<file path="config.mk">
export PLATFORM = sky130hd
export DESIGN_NAME = pong_game_ctrl
export DESIGN_NICKNAME = d
export VERILOG_FILES = /design/src/rtl/pong_game_ctrl.sv
export SDC_FILE = /design/constraint.sdc
export NUM_CORES = 1
export LEC_CHECK = 0
export BUFFER_PORTS_ARGS = -buffer_cell sky130_fd_sc_hd__clkbuf_2
export CELL_PAD_IN_SITES_DETAIL_PLACEMENT = 0
export CELL_PAD_IN_SITES_GLOBAL_PLACEMENT = 1
export CORE_MARGIN = 4
export CORE_UTILIZATION = 45
export CTS_BUF_LIST = sky130_fd_sc_hd__clkbuf_8
export DETAILED_ROUTE_END_ITERATION = 8
export GPL_TIMING_DRIVEN = 0
export HOLD_SLACK_MARGIN = 0.05
export PLACE_DENSITY_LB_ADDON = 0.1
export SETUP_SLACK_MARGIN = 0.05
export SYNTH_ARGS = -nofsm -noshare
export SYNTH_HDL_FRONTEND = slang
export SYNTH_SLANG_ARGS = --single-unit
</file>
<file path="constraint.sdc">
create_clock -name clk -period 2.3 [get_ports clk]
set_input_delay 0.23 -clock clk [delete_from_list [all_inputs] [get_ports clk]]
set_output_delay 0.23 -clock clk [all_outputs]
set_load 0.1 [all_outputs]
</file>
<file path="src/rtl/pong_game_ctrl.sv">
`default_nettype none
// ---------------------------------------------------------------------------
// pong_game_ctrl : serve / play / point / game-over sequencer, owns ball motion
// Rev 1.0
// ---------------------------------------------------------------------------
module pong_game_ctrl #(
   parameter int B_SPD     = 8,
   parameter int BY_SPD    = 4,
   parameter int BALL_SZ   = 10,
   parameter int SCR_W     = 640,
   parameter int SCR_H     = 480,
   parameter int SRV_XL    = 65,
   parameter int SRV_XR    = 575,
   parameter int SRV_Y     = 240,
   parameter int SCORE_MAX = 9,
   parameter int SRV_DELAY = 60
) (
   input  logic       clk,
   input  logic       rst_n,
   input  logic       frame,
   input  logic       p1_srv,
   input  logic       p2_srv,
   input  logic       p1_c,
   input  logic       p2_c,
   output logic [9:0] ball_x,
   output logic [8:0] ball_y,
   output logic [3:0] p1_score,
   output logic [3:0] p2_score,
   output logic [1:0] side,
   output logic [1:0] state,
   output logic       game_over
);
   typedef enum logic [1:0] {
      ST_SERVE = 2'b00,
      ST_PLAY  = 2'b01,
      ST_POINT = 2'b10,
      ST_OVER  = 2'b11
   } state_t;

   localparam int                 CNT_W    = (SRV_DELAY > 1) ? $clog2(SRV_DELAY) : 1;
   localparam logic signed [10:0] XSTEP    = 11'(B_SPD);
   localparam logic signed [10:0] YSTEP    = 11'(BY_SPD);
   localparam logic signed [10:0] X_MAX    = 11'(SCR_W - BALL_SZ);
   localparam logic signed [10:0] Y_MAX    = 11'(SCR_H - BALL_SZ);
   localparam logic [9:0]         XL       = 10'(SRV_XL);
   localparam logic [9:0]         XR       = 10'(SRV_XR);
   localparam logic [8:0]         Y0       = 9'(SRV_Y);
   localparam logic [3:0]         SMAX     = 4'(SCORE_MAX);
   localparam logic [CNT_W-1:0]   CNT_LAST = CNT_W'(SRV_DELAY - 1);

   state_t             st_q, st_d;
   logic [1:0]         side_q, side_d;
   logic [9:0]         bx_q, bx_d;
   logic [8:0]         by_q, by_d;
   logic [3:0]         s1_q, s1_d, s2_q, s2_d;
   logic signed [10:0] dx_q, dx_d, dy_q, dy_d;
   logic               dy_up_q, dy_up_d;
   logic               left_next_q, left_next_d;
   logic [CNT_W-1:0]   cnt_q, cnt_d;
   logic               p1_prev, p2_prev;

   logic               p1_rise, p2_rise;
   logic signed [10:0] bx_s, by_s, bx_step, by_step;
   logic [3:0]         s1_inc, s2_inc;

   assign p1_rise = p1_srv & ~p1_prev;
   assign p2_rise = p2_srv & ~p2_prev;
   assign bx_s    = {1'b0, bx_q};
   assign by_s    = {2'b00, by_q};
   assign bx_step = bx_s + dx_q;
   assign by_step = by_s + dy_q;
   assign s1_inc  = (s1_q >= SMAX) ? SMAX : s1_q + 4'd1;
   assign s2_inc  = (s2_q >= SMAX) ? SMAX : s2_q + 4'd1;

   always_comb begin
      st_d        = st_q;
      side_d      = side_q;
      bx_d        = bx_q;
      by_d        = by_q;
      s1_d        = s1_q;
      s2_d        = s2_q;
      dx_d        = dx_q;
      dy_d        = dy_q;
      dy_up_d     = dy_up_q;
      left_next_d = left_next_q;
      cnt_d       = cnt_q;
      unique case (st_q)
         ST_SERVE: begin
            if ((p1_rise && side_q[1]) || (p2_rise && side_q[0])) begin
               st_d    = ST_PLAY;
               side_d  = 2'b00;
               dx_d    = (p1_rise && side_q[1]) ? XSTEP : -XSTEP;
               dy_d    = dy_up_q ? -YSTEP : YSTEP;
               dy_up_d = ~dy_up_q;
            end
         end
         ST_PLAY: begin
            // Paddle contact only re-aims; the step itself waits for the frame.
            if (p1_c && !p2_c)      dx_d = XSTEP;
            else if (p2_c && !p1_c) dx_d = -XSTEP;
            if (frame) begin
               cnt_d = '0;
               if (dx_q[10] && (bx_s < XSTEP)) begin
                  s2_d        = s2_inc;
                  left_next_d = 1'b1;
                  st_d        = (s2_inc == SMAX) ? ST_OVER : ST_POINT;
               end else if (!dx_q[10] && (dx_q != '0) && (bx_s + XSTEP > X_MAX)) begin
                  s1_d        = s1_inc;
                  left_next_d = 1'b0;
                  st_d        = (s1_inc == SMAX) ? ST_OVER : ST_POINT;
               end else begin
                  bx_d = bx_step[9:0];
               end
               if (dy_q[10]) begin
                  if (by_s < YSTEP) begin
                     by_d = '0;
                     dy_d = YSTEP;
                  end else begin
                     by_d = by_step[8:0];
                  end
               end else if (by_s + YSTEP > Y_MAX) begin
                  by_d = Y_MAX[8:0];
                  dy_d = -YSTEP;
               end else begin
                  by_d = by_step[8:0];
               end
            end
            if (st_d == ST_OVER) begin
               dx_d = '0;
               dy_d = '0;
            end
         end
         ST_POINT: begin
            if (frame) begin
               if (cnt_q == CNT_LAST) begin
                  cnt_d = '0;
                  st_d  = ST_SERVE;
                  by_d  = Y0;
                  // The player who conceded gets the ball.
                  side_d = left_next_q ? 2'b10 : 2'b01;
                  bx_d   = left_next_q ? XL : XR;
               end else begin
                  cnt_d = cnt_q + CNT_W'(1);
               end
            end
         end
         ST_OVER: begin
            if (p1_rise || p2_rise) begin
               s1_d   = '0;
               s2_d   = '0;
               st_d   = ST_SERVE;
               side_d = 2'b01;
               bx_d   = XR;
               by_d   = Y0;
            end
         end
         default: st_d = ST_SERVE;
      endcase
   end

   always_ff @(posedge clk) begin
      if (!rst_n) begin
         st_q        <= ST_SERVE;
         side_q      <= 2'b01;
         bx_q        <= XR;
         by_q        <= Y0;
         s1_q        <= '0;
         s2_q        <= '0;
         dx_q        <= '0;
         dy_q        <= '0;
         dy_up_q     <= 1'b0;
         left_next_q <= 1'b0;
         cnt_q       <= '0;
         p1_prev     <= 1'b0;
         p2_prev     <= 1'b0;
      end else begin
         st_q        <= st_d;
         side_q      <= side_d;
         bx_q        <= bx_d;
         by_q        <= by_d;
         s1_q        <= s1_d;
         s2_q        <= s2_d;
         dx_q        <= dx_d;
         dy_q        <= dy_d;
         dy_up_q     <= dy_up_d;
         left_next_q <= left_next_d;
         cnt_q       <= cnt_d;
         p1_prev     <= p1_srv;
         p2_prev     <= p2_srv;
      end
   end

   assign ball_x    = bx_q;
   assign ball_y    = by_q;
   assign p1_score  = s1_q;
   assign p2_score  = s2_q;
   assign side      = side_q;
   assign state     = st_q;
   assign game_over = (st_q == ST_OVER);

endmodule
`default_nettype wire

</file>
==> results.yml <==
die:
  boundaryPins: 39
  core_region_area_um2: 6459
  die_w_um: 90.32
  die_area_um2: 8157
  start_util_pct: 47.21
  die_h_um: 90.32
  core.rowCount: 29
route:
  top_layer_used: "met4"
  met2_length_um: 3826
  met3_length_um: 394
  postRouteAntennaNets: 0
  viasPerCell: 5.942
  vias: 2870
  firstDrtPassIters: 5
  finalWirelength_um: 7979
  drc_errors: 0
  drt-met1-wl_um: 3688
  drtIter0Drc: 147
  routedWlPerCell_um: 16.52
sta:
  clock-skew-final_ns: 0.01625
  worst_pin_slew_ns: 0.6670
  max_freq_mhz: 463.8
  timing.setup.tns_ns: 0
  hold_viol: 0
  finalMaxSlewViolations: 0
  grt_setup_unrepaired: "true"
  setup_viol: 0
  fin_crit_ns: 2.156
  worst_slack_ns: 0.1440
  max-slew-margin-rel_pct: 55.53
  final.period_utilization_pct: 93.74
critical_path:
  crit_family: "compound AO/OA/AOI/OAI gates"
  crit_arrival_ns: 2.32
  crit_chain: "ha_1 -> inv_1 -> fa_1 -> nor2b_2 -> o31a_1 -> mux2i_1 -> a211o_1 -> a211oi_1 -> a31oi_1"
  crit_buf_inv: 1
  cp_slowest_cell: "fa_1"
  start_kind: "flop"
  worstPathRequired_ns: 2.46
  cpPeakStageDelay_ns: 0.40
  critPathMaxFanout: 6
  crit_type: "flop to flop"
  crit_path_end_kind: "flop"
clocking:
  clock_latency_ns: 0.31
  postCtsSetupBuffers: 0
  numCtsBuffers: 5
  cts.sinks: 45
  cts.clk_slew.worst_paths_ns: 0.09
  cts_tree: "done"
  h-tree-depth: 2
  cts_buffer_depth: 2
  cts_root_buf: "clkbuf_8"
place:
  dpl.hpwl_um: 5876
  dp.cells: 475
  place.gp.congestion: 0.8121
  placed_area_um2: 3364
  portBuffers: 36
  post-place-ws_ns: -0.07560
global_routing:
  grt_pass1_vias: 2643
  grt_usage_pct: 19.50
  grt_pass1_wl_um: 13160
  grt_overflow: 0
  grt_max_degree: 15
  antenna_found_initial: 0
cells_and_area:
  most-common-layout-cells: "clkbuf_2, nand2_1, nor2_1, a21oi_1"
  n_antenna_cell: 0
  layoutNonFillerInstCount: 483
  nets: 435
  syn_to_final_growth_pct: 14.81
  drive_gt1_share_pct: 25.37
  layout_commonest_cell: "clkbuf_2"
  fillerInstances: 613
  fin_area_um2: 3501
  final_core_util_pct: 54.20
synth:
  synth_top_area_share_pct: 29.54
  synth_top_area_cell: "dfxtp_1"
  syn_nets: 392
  syn_inst: 362
  ys_seq_area_share_pct: 29.54
  postSynth.asyncResetShare_pct: 0
  synth_area_leaders: "dfxtp_1, ha_1, a21oi_1, nand2_1, nor2_1"
  ys_warn_count: 0
  ys_seq_elements: 45
  ys.flop_type: "dfxtp_1"
  postSynthAreaPerCell_um2: 8.423
  synth-edff-count: 0
  yosysUniqueCellTypes: 78
  netlist_area_um2: 3049
min_path:
  hold_path_class: "input pin to flop"
run_status:
  status: "finished, final reports clean"
pwr:
  p_per_area_nw_per_um2: 717.8
  peakVddDrop_mv: 0.3249
  power.leakage_nw: 1.495
job:
  drv_cap: 0
metrics by stage:
stage	hold WS [ns]	total power, mW
after floorplan	0.3517	1.686
after global placement	0.4469	1.851
after detailed placement	0.4540	1.865
after CTS	0.1328	2.520
after global routing	0.1516	2.660
final	0.1388	2.513
timing repair:
action	CTS	global route
resized for setup	2	5
hold buffers	0	0
setup endpoints to repair	2	5
cells in the mapped netlist, types with 4 or more instances:
cell type   n
a21oi_1    25
inv_1      22
nand3_1    10
nor2b_1     9
o31ai_1     4
xor2_1     10
clkbuf_1    8
ha_1       22
dfxtp_1    45
xnor2_1     6
nand2_1    26
a31oi_1     5
and2_1      4
nor3_1     10
mux2i_1     5
nor2_1     25
o21ai_1     6
nand4_1     9
nand2b_1    5
o211ai_1    6
a211oi_1    6
o21ai_0    13
a211o_1     4
worst paths after layout:
| path | start | end | slack (ns) | depth (start not counted) |
|---|---|---|---|---|
| min | p2_srv | p2_prev$_SDFF_PN0_ | 0.14 | 2 |
| max | ball_x[3]$_SDFFE_PN1P_ | ball_x[9]$_SDFFE_PN1P_ | 0.14 | 9 |
| max reg2reg | ball_x[3]$_SDFFE_PN1P_ | ball_x[9]$_SDFFE_PN1P_ | 0.14 | 9 |
| min reg2reg | cnt_q[5]$_SDFFE_PN0P_ | cnt_q[5]$_SDFFE_PN0P_ | 0.49 | 2 |
worst register-to-register path, cell delays in order, from the launching register on:
cell	delay (ns)
dfxtp_4	0.38
ha_1	0.18
inv_1	0.06
fa_1	0.40
nor2b_2	0.17
o31a_1	0.18
mux2i_1	0.11
a211o_1	0.27
a211oi_1	0.23
a31oi_1	0.06
sequential cells by signal (all words and copies together) (netlist names):
signal and flops:
ball_x 9, ball_y 9, cnt_q 6, dx_q 2, dy_q 3, dy_up_q 1, left_next_q 1, p1_prev 1
p1_score 4, p2_prev 1, p2_score 4, side 2, state 2
power by group:
part / internal, mW / switching [mW]
logic: 0.324 / 0.622
registers: 0.834 / 0.0850
clock network: 0.355 / 0.293
total: 1.51 / 1.00
per-layer routing:
metal	vias to the layer above	track usage, %
met1	1382	26.09
li1	1412	-
met5	-	0
met4	0	4.209
met2	70	32.86
met3	6	3.417
area by class of cell:
type	instances	area (µm²)	area share, %
buffer	14	67.56	1.930
multi-input combinational	280	2006	57.29
timing repair buffer	36	180.2	5.147
clock buffer	6	82.58	2.359
clock inverter	2	36.28	1.036
inverter	23	86.33	2.466
sequential	45	945.9	27.02
tap	77	96.34	2.752
cells by family (layout without fill, tap and decap cells):
kind of cell | count (synthesis) | after routing | share of synthesized area, %
compound gates | 109 | 109 | 25.81
xor+xnor | 16 | 16 | 4.596
fa+ha+maj | 23 | 23 | 9.684
buf+inv | 37 | 81 | 5.047
flops | 45 | 45 | 29.54
mux | 5 | 5 | 1.641
simple gates | 127 | 127 | 23.68
Note: power is estimated with default switching activity, not from simulation.
